### config.mk
export PLATFORM = sky130hd
export DESIGN_NAME = mem_bus_arbiter_flat
export DESIGN_NICKNAME = d
export VERILOG_FILES = /design/src/rtl/mem_bus_arbiter_pkg.sv /design/src/rtl/mem_bus_arbiter_if.sv /design/src/rtl/mem_bus_arbiter_addr_decode.sv /design/src/rtl/mem_bus_arbiter.sv /design/src/flat_wrapper.sv
export SDC_FILE = /design/constraint.sdc
export NUM_CORES = 1
export LEC_CHECK = 0
export ABC_AREA = 1
export BUFFER_PORTS_ARGS = -buffer_cell sky130_fd_sc_hd__buf_2
export CAP_MARGIN = 10
export CELL_PAD_IN_SITES_DETAIL_PLACEMENT = 0
export CELL_PAD_IN_SITES_GLOBAL_PLACEMENT = 1
export CORE_UTILIZATION = 20
export CTS_BUF_LIST = sky130_fd_sc_hd__clkbuf_4
export CTS_CLUSTER_SIZE = 25
export DETAILED_ROUTE_END_ITERATION = 12
export PLACE_DENSITY_LB_ADDON = 0.1
export RECOVER_POWER = 100
export SLEW_MARGIN = 20
export SYNTH_ARGS = -nofsm -noshare
export SYNTH_HDL_FRONTEND = slang
export SYNTH_SLANG_ARGS = --single-unit
### constraint.sdc
create_clock -name clk -period 1.55 [get_ports clk]
set_input_delay 0.0775 -clock clk [delete_from_list [all_inputs] [get_ports clk]]
set_output_delay 0.0775 -clock clk [all_outputs]
set_load 0.02 [all_outputs]
### src/rtl/mem_bus_arbiter_pkg.sv
// Shared definitions for the data-memory/IO bus arbiter: state encodings,
// master indices, default address map and the round-robin pick helper.
package mem_bus_arbiter_pkg;

  // FSM state encodings
  localparam logic [1:0] ARB_IDLE   = 2'd0;
  localparam logic [1:0] ARB_ACCESS = 2'd1;
  localparam logic [1:0] ARB_DONE   = 2'd2;

  // Master indices (also the encoding of owner)
  localparam logic ARB_M0 = 1'b0;
  localparam logic ARB_M1 = 1'b1;

  // Default address map, matching the bus interface unit
  localparam int unsigned ARB_IO_STOP_ADDR   = 32'h0000_003F;
  localparam int unsigned ARB_MEM_START_ADDR = 32'h0000_0040;
  localparam int unsigned ARB_MEM_STOP_ADDR  = 32'h0000_00BF;

  // Round-robin pick: a lone requester wins, a tie goes to the non-owner.
  function automatic logic arb_pick(input logic req0, input logic req1,
                                    input logic owner);
    if (req0 && req1) return !owner;
    else if (req1)    return ARB_M1;
    else              return ARB_M0;
  endfunction

endpackage

### src/rtl/mem_bus_arbiter_if.sv
// Requester-side handshake bundle: one instance per bus master.
interface mem_bus_arbiter_if #(
  parameter int unsigned ADDR_WIDTH = 16,
  parameter int unsigned DATA_WIDTH = 8
);
  logic                  req;
  logic                  lock;
  logic [ADDR_WIDTH-1:0] addr;
  logic                  we;
  logic [DATA_WIDTH-1:0] wdata;
  logic                  ack;

  modport master (output req, lock, addr, we, wdata, input ack);
  modport slave  (input req, lock, addr, we, wdata, output ack);
endinterface

### src/rtl/mem_bus_arbiter_addr_decode.sv
// Combinational address decode into IO / data-memory regions.
module arb_addr_decode #(
  parameter int unsigned ADDR_WIDTH     = 16,
  parameter int unsigned IO_STOP_ADDR   = 32'h3F,
  parameter int unsigned MEM_START_ADDR = 32'h40,
  parameter int unsigned MEM_STOP_ADDR  = 32'hBF
) (
  input  logic [ADDR_WIDTH-1:0] i_addr,
  output logic                  o_is_io,
  output logic                  o_is_mem
);
  localparam logic [ADDR_WIDTH-1:0] LP_IO_STOP   = ADDR_WIDTH'(IO_STOP_ADDR);
  localparam logic [ADDR_WIDTH-1:0] LP_MEM_START = ADDR_WIDTH'(MEM_START_ADDR);
  localparam logic [ADDR_WIDTH-1:0] LP_MEM_STOP  = ADDR_WIDTH'(MEM_STOP_ADDR);

  assign o_is_io  = (i_addr <= LP_IO_STOP);
  assign o_is_mem = (i_addr >= LP_MEM_START) && (i_addr <= LP_MEM_STOP);
endmodule

### src/rtl/mem_bus_arbiter.sv
// Two-master arbiter for the data-memory/IO bus (M0 = CPU, M1 = DMA).
// Per-access round-robin, locked back-to-back accesses, registered read data.
module mem_bus_arbiter
  import mem_bus_arbiter_pkg::*;
#(
  parameter int unsigned DATA_WIDTH     = 8,
  parameter int unsigned ADDR_WIDTH     = 16,
  parameter int unsigned IO_STOP_ADDR   = ARB_IO_STOP_ADDR,
  parameter int unsigned MEM_START_ADDR = ARB_MEM_START_ADDR,
  parameter int unsigned MEM_STOP_ADDR  = ARB_MEM_STOP_ADDR,
  parameter int unsigned LOCK_MAX       = 2
) (
  input  logic                  clk,
  input  logic                  reset,
  mem_bus_arbiter_if.slave      m0,
  mem_bus_arbiter_if.slave      m1,
  output logic [DATA_WIDTH-1:0] rdata,
  output logic                  owner,
  output logic                  busy,
  output logic [ADDR_WIDTH-1:0] bus_addr,
  output logic [DATA_WIDTH-1:0] bus_wdata,
  input  logic [DATA_WIDTH-1:0] bus_rdata,
  output logic                  mem_cs,
  output logic                  mem_we,
  output logic                  mem_oe,
  output logic                  io_cs,
  output logic                  io_we,
  output logic                  io_oe
);
  localparam int unsigned CNT_W = $clog2(LOCK_MAX) + 1;
  localparam logic [CNT_W-1:0] LP_LOCK_LAST = CNT_W'(LOCK_MAX - 1);

  logic [1:0]            r_state;
  logic                  r_owner;
  logic [CNT_W-1:0]      r_lock_cnt;
  logic [DATA_WIDTH-1:0] r_rdata;

  logic                  w_req;
  logic                  w_lock;
  logic                  w_we;
  logic [ADDR_WIDTH-1:0] w_addr;
  logic [DATA_WIDTH-1:0] w_wdata;
  logic                  w_is_io;
  logic                  w_is_mem;
  logic                  w_access;
  logic                  w_done;

  // Owner-side request mux
  assign w_req   = r_owner ? m1.req   : m0.req;
  assign w_lock  = r_owner ? m1.lock  : m0.lock;
  assign w_we    = r_owner ? m1.we    : m0.we;
  assign w_addr  = r_owner ? m1.addr  : m0.addr;
  assign w_wdata = r_owner ? m1.wdata : m0.wdata;

  arb_addr_decode #(
    .ADDR_WIDTH     (ADDR_WIDTH),
    .IO_STOP_ADDR   (IO_STOP_ADDR),
    .MEM_START_ADDR (MEM_START_ADDR),
    .MEM_STOP_ADDR  (MEM_STOP_ADDR)
  ) u_decode (
    .i_addr   (w_addr),
    .o_is_io  (w_is_io),
    .o_is_mem (w_is_mem)
  );

  assign w_access = (r_state == ARB_ACCESS);
  assign w_done   = (r_state == ARB_DONE);

  // Strobes and bus drive are decoded from the registered state, so an
  // asynchronous reset drops them immediately.
  assign mem_cs    = w_access && w_is_mem;
  assign mem_we    = mem_cs && w_we;
  assign mem_oe    = mem_cs && !w_we;
  assign io_cs     = w_access && w_is_io;
  assign io_we     = io_cs && w_we;
  assign io_oe     = io_cs && !w_we;
  assign bus_addr  = w_access ? w_addr  : '0;
  assign bus_wdata = w_access ? w_wdata : '0;

  assign m0.ack = w_done && (r_owner == ARB_M0);
  assign m1.ack = w_done && (r_owner == ARB_M1);
  assign rdata  = r_rdata;
  assign owner  = r_owner;
  assign busy   = (r_state != ARB_IDLE);

  // Arbitration FSM, lock counter and read-data capture
  always_ff @(posedge clk or posedge reset) begin
    if (reset) begin
      r_state    <= ARB_IDLE;
      r_owner    <= ARB_M1;
      r_lock_cnt <= '0;
      r_rdata    <= '0;
    end else begin
      case (r_state)
        ARB_IDLE: begin
          if (m0.req || m1.req) begin
            r_owner <= arb_pick(m0.req, m1.req, r_owner);
            r_state <= ARB_ACCESS;
          end
        end
        ARB_ACCESS: begin
          if (!w_we) r_rdata <= (w_is_io || w_is_mem) ? bus_rdata : '1;
          r_state <= ARB_DONE;
        end
        ARB_DONE: begin
          if (w_req && w_lock && (r_lock_cnt < LP_LOCK_LAST)) begin
            r_lock_cnt <= r_lock_cnt + CNT_W'(1);
            r_state    <= ARB_ACCESS;
          end else begin
            r_lock_cnt <= '0;
            r_state    <= ARB_IDLE;
          end
        end
        default: r_state <= ARB_IDLE;
      endcase
    end
  end

endmodule
### src/flat_wrapper.sv
// flat-port wrapper written by rule: the top's interface ports become plain ports
module mem_bus_arbiter_flat import mem_bus_arbiter_pkg::*;
#(
  parameter int unsigned DATA_WIDTH     = 8,
  parameter int unsigned ADDR_WIDTH     = 16,
  parameter int unsigned IO_STOP_ADDR   = ARB_IO_STOP_ADDR,
  parameter int unsigned MEM_START_ADDR = ARB_MEM_START_ADDR,
  parameter int unsigned MEM_STOP_ADDR  = ARB_MEM_STOP_ADDR,
  parameter int unsigned LOCK_MAX       = 2
)
  (clk, reset, rdata, owner, busy, bus_addr, bus_wdata, bus_rdata, mem_cs, mem_we, mem_oe, io_cs, io_we, io_oe, m0_req, m0_lock, m0_addr, m0_we, m0_wdata, m0_ack, m1_req, m1_lock, m1_addr, m1_we, m1_wdata, m1_ack);
  mem_bus_arbiter_if #(.ADDR_WIDTH(ADDR_WIDTH), .DATA_WIDTH(DATA_WIDTH)) m0_i ();
  mem_bus_arbiter_if #(.ADDR_WIDTH(ADDR_WIDTH), .DATA_WIDTH(DATA_WIDTH)) m1_i ();
  input  logic clk;
  input  logic reset;
  output logic [DATA_WIDTH-1:0] rdata;
  output logic owner;
  output logic busy;
  output logic [ADDR_WIDTH-1:0] bus_addr;
  output logic [DATA_WIDTH-1:0] bus_wdata;
  input  logic [DATA_WIDTH-1:0] bus_rdata;
  output logic mem_cs;
  output logic mem_we;
  output logic mem_oe;
  output logic io_cs;
  output logic io_we;
  output logic io_oe;
  input wire logic [$bits(m0_i.req)-1:0] m0_req;
  input wire logic [$bits(m0_i.lock)-1:0] m0_lock;
  input wire logic [$bits(m0_i.addr)-1:0] m0_addr;
  input wire logic [$bits(m0_i.we)-1:0] m0_we;
  input wire logic [$bits(m0_i.wdata)-1:0] m0_wdata;
  output wire logic [$bits(m0_i.ack)-1:0] m0_ack;
  input wire logic [$bits(m1_i.req)-1:0] m1_req;
  input wire logic [$bits(m1_i.lock)-1:0] m1_lock;
  input wire logic [$bits(m1_i.addr)-1:0] m1_addr;
  input wire logic [$bits(m1_i.we)-1:0] m1_we;
  input wire logic [$bits(m1_i.wdata)-1:0] m1_wdata;
  output wire logic [$bits(m1_i.ack)-1:0] m1_ack;
  assign m0_i.req = m0_req;
  assign m0_i.lock = m0_lock;
  assign m0_i.addr = m0_addr;
  assign m0_i.we = m0_we;
  assign m0_i.wdata = m0_wdata;
  assign m0_ack = m0_i.ack;
  assign m1_i.req = m1_req;
  assign m1_i.lock = m1_lock;
  assign m1_i.addr = m1_addr;
  assign m1_i.we = m1_we;
  assign m1_i.wdata = m1_wdata;
  assign m1_ack = m1_i.ack;
  mem_bus_arbiter #(.DATA_WIDTH(DATA_WIDTH), .ADDR_WIDTH(ADDR_WIDTH), .IO_STOP_ADDR(IO_STOP_ADDR), .MEM_START_ADDR(MEM_START_ADDR), .MEM_STOP_ADDR(MEM_STOP_ADDR), .LOCK_MAX(LOCK_MAX)) u_core (.clk(clk), .reset(reset), .m0(m0_i), .m1(m1_i), .rdata(rdata), .owner(owner), .busy(busy), .bus_addr(bus_addr), .bus_wdata(bus_wdata), .bus_rdata(bus_rdata), .mem_cs(mem_cs), .mem_we(mem_we), .mem_oe(mem_oe), .io_cs(io_cs), .io_we(io_we), .io_oe(io_oe));
endmodule
# == Word-level counts from Yosys, hierarchy flattened ==
# Cells that the tools add are included.
# totals
regBits,13
out_inout_bits,42
elab_cells,48
# op_classes
n_addsub,1
magnitude_cmp,4
n_eq_ne,3
mux,14
bitwise_logic,2
reduce_logical,20
# ops
operator,count
2-to-1 mux 16 bit,2
2-to-1 mux 8 bit,3
greater-or-equal comparator 16 x 7 -> 1 bit (second input constant),1
less-or-equal comparator 16 x 6 -> 1 bit (second input constant),1
less-or-equal comparator 16 x 8 -> 1 bit (second input constant),1
logical AND 1 bit,12
2-to-1 mux 1 bit,6
case mux 2 bit (3 select lines),1
2-to-1 mux 2 bit,2
AND reduction 2 bit,2
adder 2 x 1 -> 2 bit (second input constant),1
equality test 2 x 1 -> 1 bit (second input constant),1
equality test 2 bit (second input constant),1
logical NOT 1 bit,2
logical NOT 2 bit,1
logical OR 1 bit,2
less-than comparator 2 x 1 -> 1 bit (second input constant),1
inequality test 2 x 1 -> 1 bit (second input constant),1
NOT 1 bit,2
nonzero test 2 bit,1

# == Logic depth before layout (Yosys ltp) ==
# depth
word_depth,5
mapped_depth,12

# == Modules after synthesis ==
# Synthesis repeated with hierarchy kept, for this count alone.
# hier_totals
hier_cells,208
area_unflattened_um2,1228.7
# by_module_without_submodules
mod,instances,cells_per_inst,area_each_um2,seq_area_each_um2
mem_bus_arbiter,1,196,1177.4,326.6
arb_addr_decode,1,12,51.3,0.0

# == Worst setup path after synthesis ==
# No wires, ideal clock.
# synth_timing
path_kind,register to output
from,"register u_core.r_owner, in the netlist u_core.owner"
to,output mem_oe
t_arrival_ps,1770
required_time_ps,1472
path_slack_ps,-297
path_stages_with_launch,12
n_path_buf,3
cell_sequence,dfstp_2 -> buf_6 -> inv_2 -> buf_6 -> buf_6 -> nand2_4 -> nand2_2 -> nor2_2 -> nand2_1 -> nor2_2 -> nand4_1 -> nor2_1
# synth_via
elab_chain_len,5
elab_cells_between_ends,8
# synth_rtl
item,line_no,rtl
from (decl),mem_bus_arbiter.sv:34,logic r_owner;
from (signal assigned),mem_bus_arbiter.sv:97,"r_owner <= arb_pick(m0.req, m1.req, r_owner);"
2-to-1 mux 16 bit,mem_bus_arbiter.sv:52,assign w_addr = r_owner ? m1.addr : m0.addr;
greater-or-equal comparator 16 x 7 -> 1 bit or less-or-equal comparator 16 x 8 -> 1 bit (tied branches),mem_bus_arbiter_addr_decode.sv:17,assign o_is_mem = (i_addr >= LP_MEM_START) && (i_addr <= LP_MEM_STOP);
logical AND 1 bit,mem_bus_arbiter_addr_decode.sv:17,
logical AND 1 bit,mem_bus_arbiter.sv:71,assign mem_cs = w_access && w_is_mem;
logical AND 1 bit *,mem_bus_arbiter.sv:73,assign mem_oe = mem_cs && !w_we;
to (decl),flat_wrapper.sv:24,output logic mem_oe;
# Mark *: on every way between the ends. The rest lies on a longest branch, timed or not.

# == Final worst setup path ==
# layout_timing
from,"register u_core.r_owner, in the netlist u_core.owner"
to,output mem_we
# layout_via
elab_chain_len,5
elab_cells_between_ends,7
# layout_rtl
item,line_no,rtl
2-to-1 mux 16 bit,mem_bus_arbiter.sv:52,
greater-or-equal comparator 16 x 7 -> 1 bit or less-or-equal comparator 16 x 8 -> 1 bit (tied branches),mem_bus_arbiter_addr_decode.sv:17,
logical AND 1 bit,mem_bus_arbiter_addr_decode.sv:17,
logical AND 1 bit,mem_bus_arbiter.sv:71,
logical AND 1 bit *,mem_bus_arbiter.sv:72,assign mem_we = mem_cs && w_we;
to (decl),flat_wrapper.sv:23,output logic mem_we;
# Marks and branches as above.

==> impl.org <==
** Setup path
- Type of the worst setup path :: register to output pin
- Max incr delay on CP :: 0.58 ns
- The worst setup path is captured at an output pin.
- Peak fanout along the critical path :: 12
- Data arrives at the worst endpoint at 1.84 ns.
- Traced cell by cell, the critical path runs through inv_6 > or2_1 > o21ai_2 > inv_1 > nand2_1 > nand4_1 > nor2_2 > buf_6.
- Highest-delay cell along the critical path :: dfstp_2
- Data required, critical path :: 1.47 ns
- The number of cells on the worst reg-to-reg path is 9.
- The worst setup path is launched from a register.

** Timing
- Unrepaired setup endpoints after global routing :: yes
- Hold violation total from the final report :: 0
- Share of the clock period used by the worst path :: 1.234
- Final setup violation count :: 29
- Based on the critical path, the design can be clocked at up to 0.5227 GHz.
- Final worst hold slack :: 0.06980 ns
- The worst path in the final design needs a cycle of 1.913 ns, including I/O delays and setup.
- Final worst slack :: -0.3632 ns
- Measured against its own limit, the worst slew margin works out to 0.6686.
- Final setup skew :: 0.005391 ns
- Worst slew pin tran :: 0.4966 ns
- Number of max-slew violations in the final report :: 0

** Route
- The first detailed-routing pass ran for 4 iterations.
- Antenna viol nets, final :: 0
- Routed length per instance :: 9.521 um
- In this run, the number of DRC markers left after iteration 0 of detailed routing was 48.
- Across all layers, the routed design uses 1,573 vias.
- Total DRC errors in the routed layout :: 0
- Dividing the detail-routed via count by the number of cells gives 4.075.
- The routed design has 3675 um of wire.

** Logic synthesis
- Of the post-synthesis cell area, the dominant cell type holds 0.2661.
- During synthesis, Yosys emitted a total of 0 warnings.
- #FFs+latches synth :: 13
- Counting flops with a built-in enable in the synthesized netlist gives 0.
- After synthesis, the share of flip-flops with an asynchronous set or reset is 1.000.
- Post-Syn Area per Cell :: 5.817 um^2
- By area the synthesized netlist is led by dfrtp_1 27%, nand2_1 22%, nor2_1 13%.
- Distinct cells, synth :: 25
- Counting every net in the synthesized netlist gives 259.
- After technology mapping, the gate count stands at 194.
- Top flip-flop cell by instance count after synthesis :: dfrtp_1
- The mapped netlist covers 1129 um^2.
- Sequential element share of the synthesized area :: 0.2894
- Of all cell types, the one taking the most synthesized area is dfrtp_1.

** Final layout
- In the final layout, the share of cells above drive strength 1 is 0.4873.
- The final layout contains 382 nets.
- Most common cell after layout, fill and taps aside :: buf_2
- Area growth from synthesis to layout :: 79.05%
- Cell area after layout :: 2021 um^2
- Commonest non-fill, non-tap cells in the layout :: 89 x buf_2, 62 x nand2_1, 32 x nor2_1, 21 x inv_1, 20 x buf_4
- The number of antenna diodes in the final layout is 0.
- Non-filler instance count after layout :: 386

** Floorplan
- Initial standard-cell utilization of the core :: 0.2141
- The floorplan has 26 rows.
- Core Area :: 5270 um^2
- I/O pin count :: 106
- In this run the vertical extent of the chip is 77.12 um.
- The die covers 5947 um^2.
- Horiz. Die Dim :: 77.12 um

** Power
- Dividing total power by cell area gives a power density of 1586 nW/um^2.
- Power share of the sequential group :: 0.167
- Leakage power :: 0.001113 uW
- Switching part of the total power :: 0.5219
- Overall power :: 3205 uW
- Of the total power, combinational logic draws 0.762.
- Proportion of power drawn by the clock network :: 0.071
- The worst-case IR drop observed on VDD is 0.5613 mV.
- Cell internal power was estimated by the tool at 1532 uW.
- Summed over all nets, the switching power comes to 1673 uW.

** Clock network
- Number of clock sinks seen by CTS :: 13
- TritonCTS created 3 clock buffers.
- TritonCTS clock tree :: built
- Buffer cell driving the clock tree root :: clkbuf_4
- Clock-pin slew was measured on the worst setup and hold paths at 0.08 ns.
- Clock Tree Buf Depth :: 2
- For the worst-skew pair, the clock arrives at the later sink with an insertion delay of 0.27 ns.
- Clock H-tree levels :: 1

** Run status
- The final reports fail on negative setup slack.
- The run finished, with violations left.

** Hold path
- Class of the tightest hold or removal check :: input port to register
- Depth of the worst hold-timing path :: 3

** Global route
- Across every metal layer, demand over resource in global routing totals 0.1281.
- Pin count of the biggest net entering global routing :: 19
- Congestion Overflow GR :: 0
- Wire length of the first global-routing pass :: 6320 um
- Initial antenna violation count :: 0
- Number of global-route vias before repair :: 1,573

** Placement
- Buffers placed on the I/O ports in this run total 105.
- Placed cell area :: 1864 um^2
- Routability-driven placement finished with a final weighted congestion of 0.7197.
- Pre-CTS WS :: -0.1347 ns
- In this run, placement finished with an instance count of 375.
- HPWL reported at the end of detailed placement :: 2962 um

** Run
- Count of maximum capacitance violations :: 0
-- power by group through the flow --
stage,Sequential [uW],Clock (uW),Combinational [uW]
finish,536,227,2440
global route,553,253,2720
CTS,536,235,2480
detailed placement,529,0,2310
global placement,528,0,2340
floorplan,604,0,1470
-- Yosys cell counts (2+ instances only) --
cell type and instances:
a21oi_1 23, buf_6 3, clkbuf_1 3, dfrtp_1 12, inv_1 22, inv_2 2
nand2_1 65, nand2_2 2, nand3_1 4, nor2_1 38, nor2_2 2, o21ai_0 2
o21ai_1 2, or2_1 3
-- critical path: cells and delay by family (launching register included) --
family	cells	cell delay, ns
buffers and inverters	3	0.26
DFF	1	0.58
and+or+nand+nor	4	0.64
AOI/OAI and AO/OA	1	0.08
-- stage by stage --
stage | setup TNS (ns) | utilization
finish | -4.483 | 0.3834
global route | -8.609 | 0.3834
CTS | -5.303 | 0.3799
detailed placement | -1.213 | 0.3538
global placement | -0.8401 | 0.3538
floorplan | -2.385 | -
-- kinds of logic after synthesis --
kind of cell               after synthesis  share of synthesized area
buffers and inverters                   33                     0.1341
and+or+nand+nor                        117                     0.4246
adders and majority gates                1                    0.01108
DFF                                     13                     0.2894
AOI/OAI and AO/OA                       30                     0.1408
-- timing repair --
action	4_1_cts	5_1_grt
resized for setup	14	8
hold endpoints to repair	12	0
hold buffers	1	0
pin swaps	4	2
buffers inserted	5	1
endpoints found under the setup margin	31	40
-- registers in the layout, summed over array words and instances (netlist names) --
| register | count |
|---|---|
| u_core.r_lock_cnt | 2 |
| u_core.owner | 1 |
| u_core.r_state | 2 |
| u_core.rdata | 8 |
-- worst paths after layout --
kind | from | endpoint | slack (ns)
worst max-delay path | u_core.owner$_DFFE_PP1P_ | mem_we | -0.36
worst min-delay path | m1_req | u_core.r_state[0]$_DFFE_PP0P_ | 0.07
worst max register to register | u_core.owner$_DFFE_PP1P_ | u_core.rdata[5]$_DFFE_PP0P_ | -0.12
worst min register to register | u_core.r_lock_cnt[0]$_DFFE_PP0N_ | u_core.r_lock_cnt[0]$_DFFE_PP0N_ | 0.50
max in group asynchronous | reset | u_core.owner$_DFFE_PP1P_ | 0.83
min in group asynchronous | reset | u_core.r_state[0]$_DFFE_PP0P_ | 0.37
-- layout make-up --
| type | instances | area (um^2) |
|---|---|---|
| inverter | 24 | 95.09 |
| clock buffer | 4 | 30.03 |
| sequential | 13 | 326.6 |
| fill | 599 | 3249 |
| tap | 70 | 87.58 |
| timing repair buffer | 127 | 749.5 |
| multi-input combinational | 148 | 732.0 |
-- layer usage --
layer	part of all wire	up-vias	global-route usage	wire length (um)
met3	0.085	2	0.02381	312
met4	0.0054	0	0.02830	20
li1	-	836	-	-
met5	0	-	0	0
met2	0.46	72	0.2372	1696
met1	0.45	663	0.1506	1645
(Power assumes the default switching activity.)
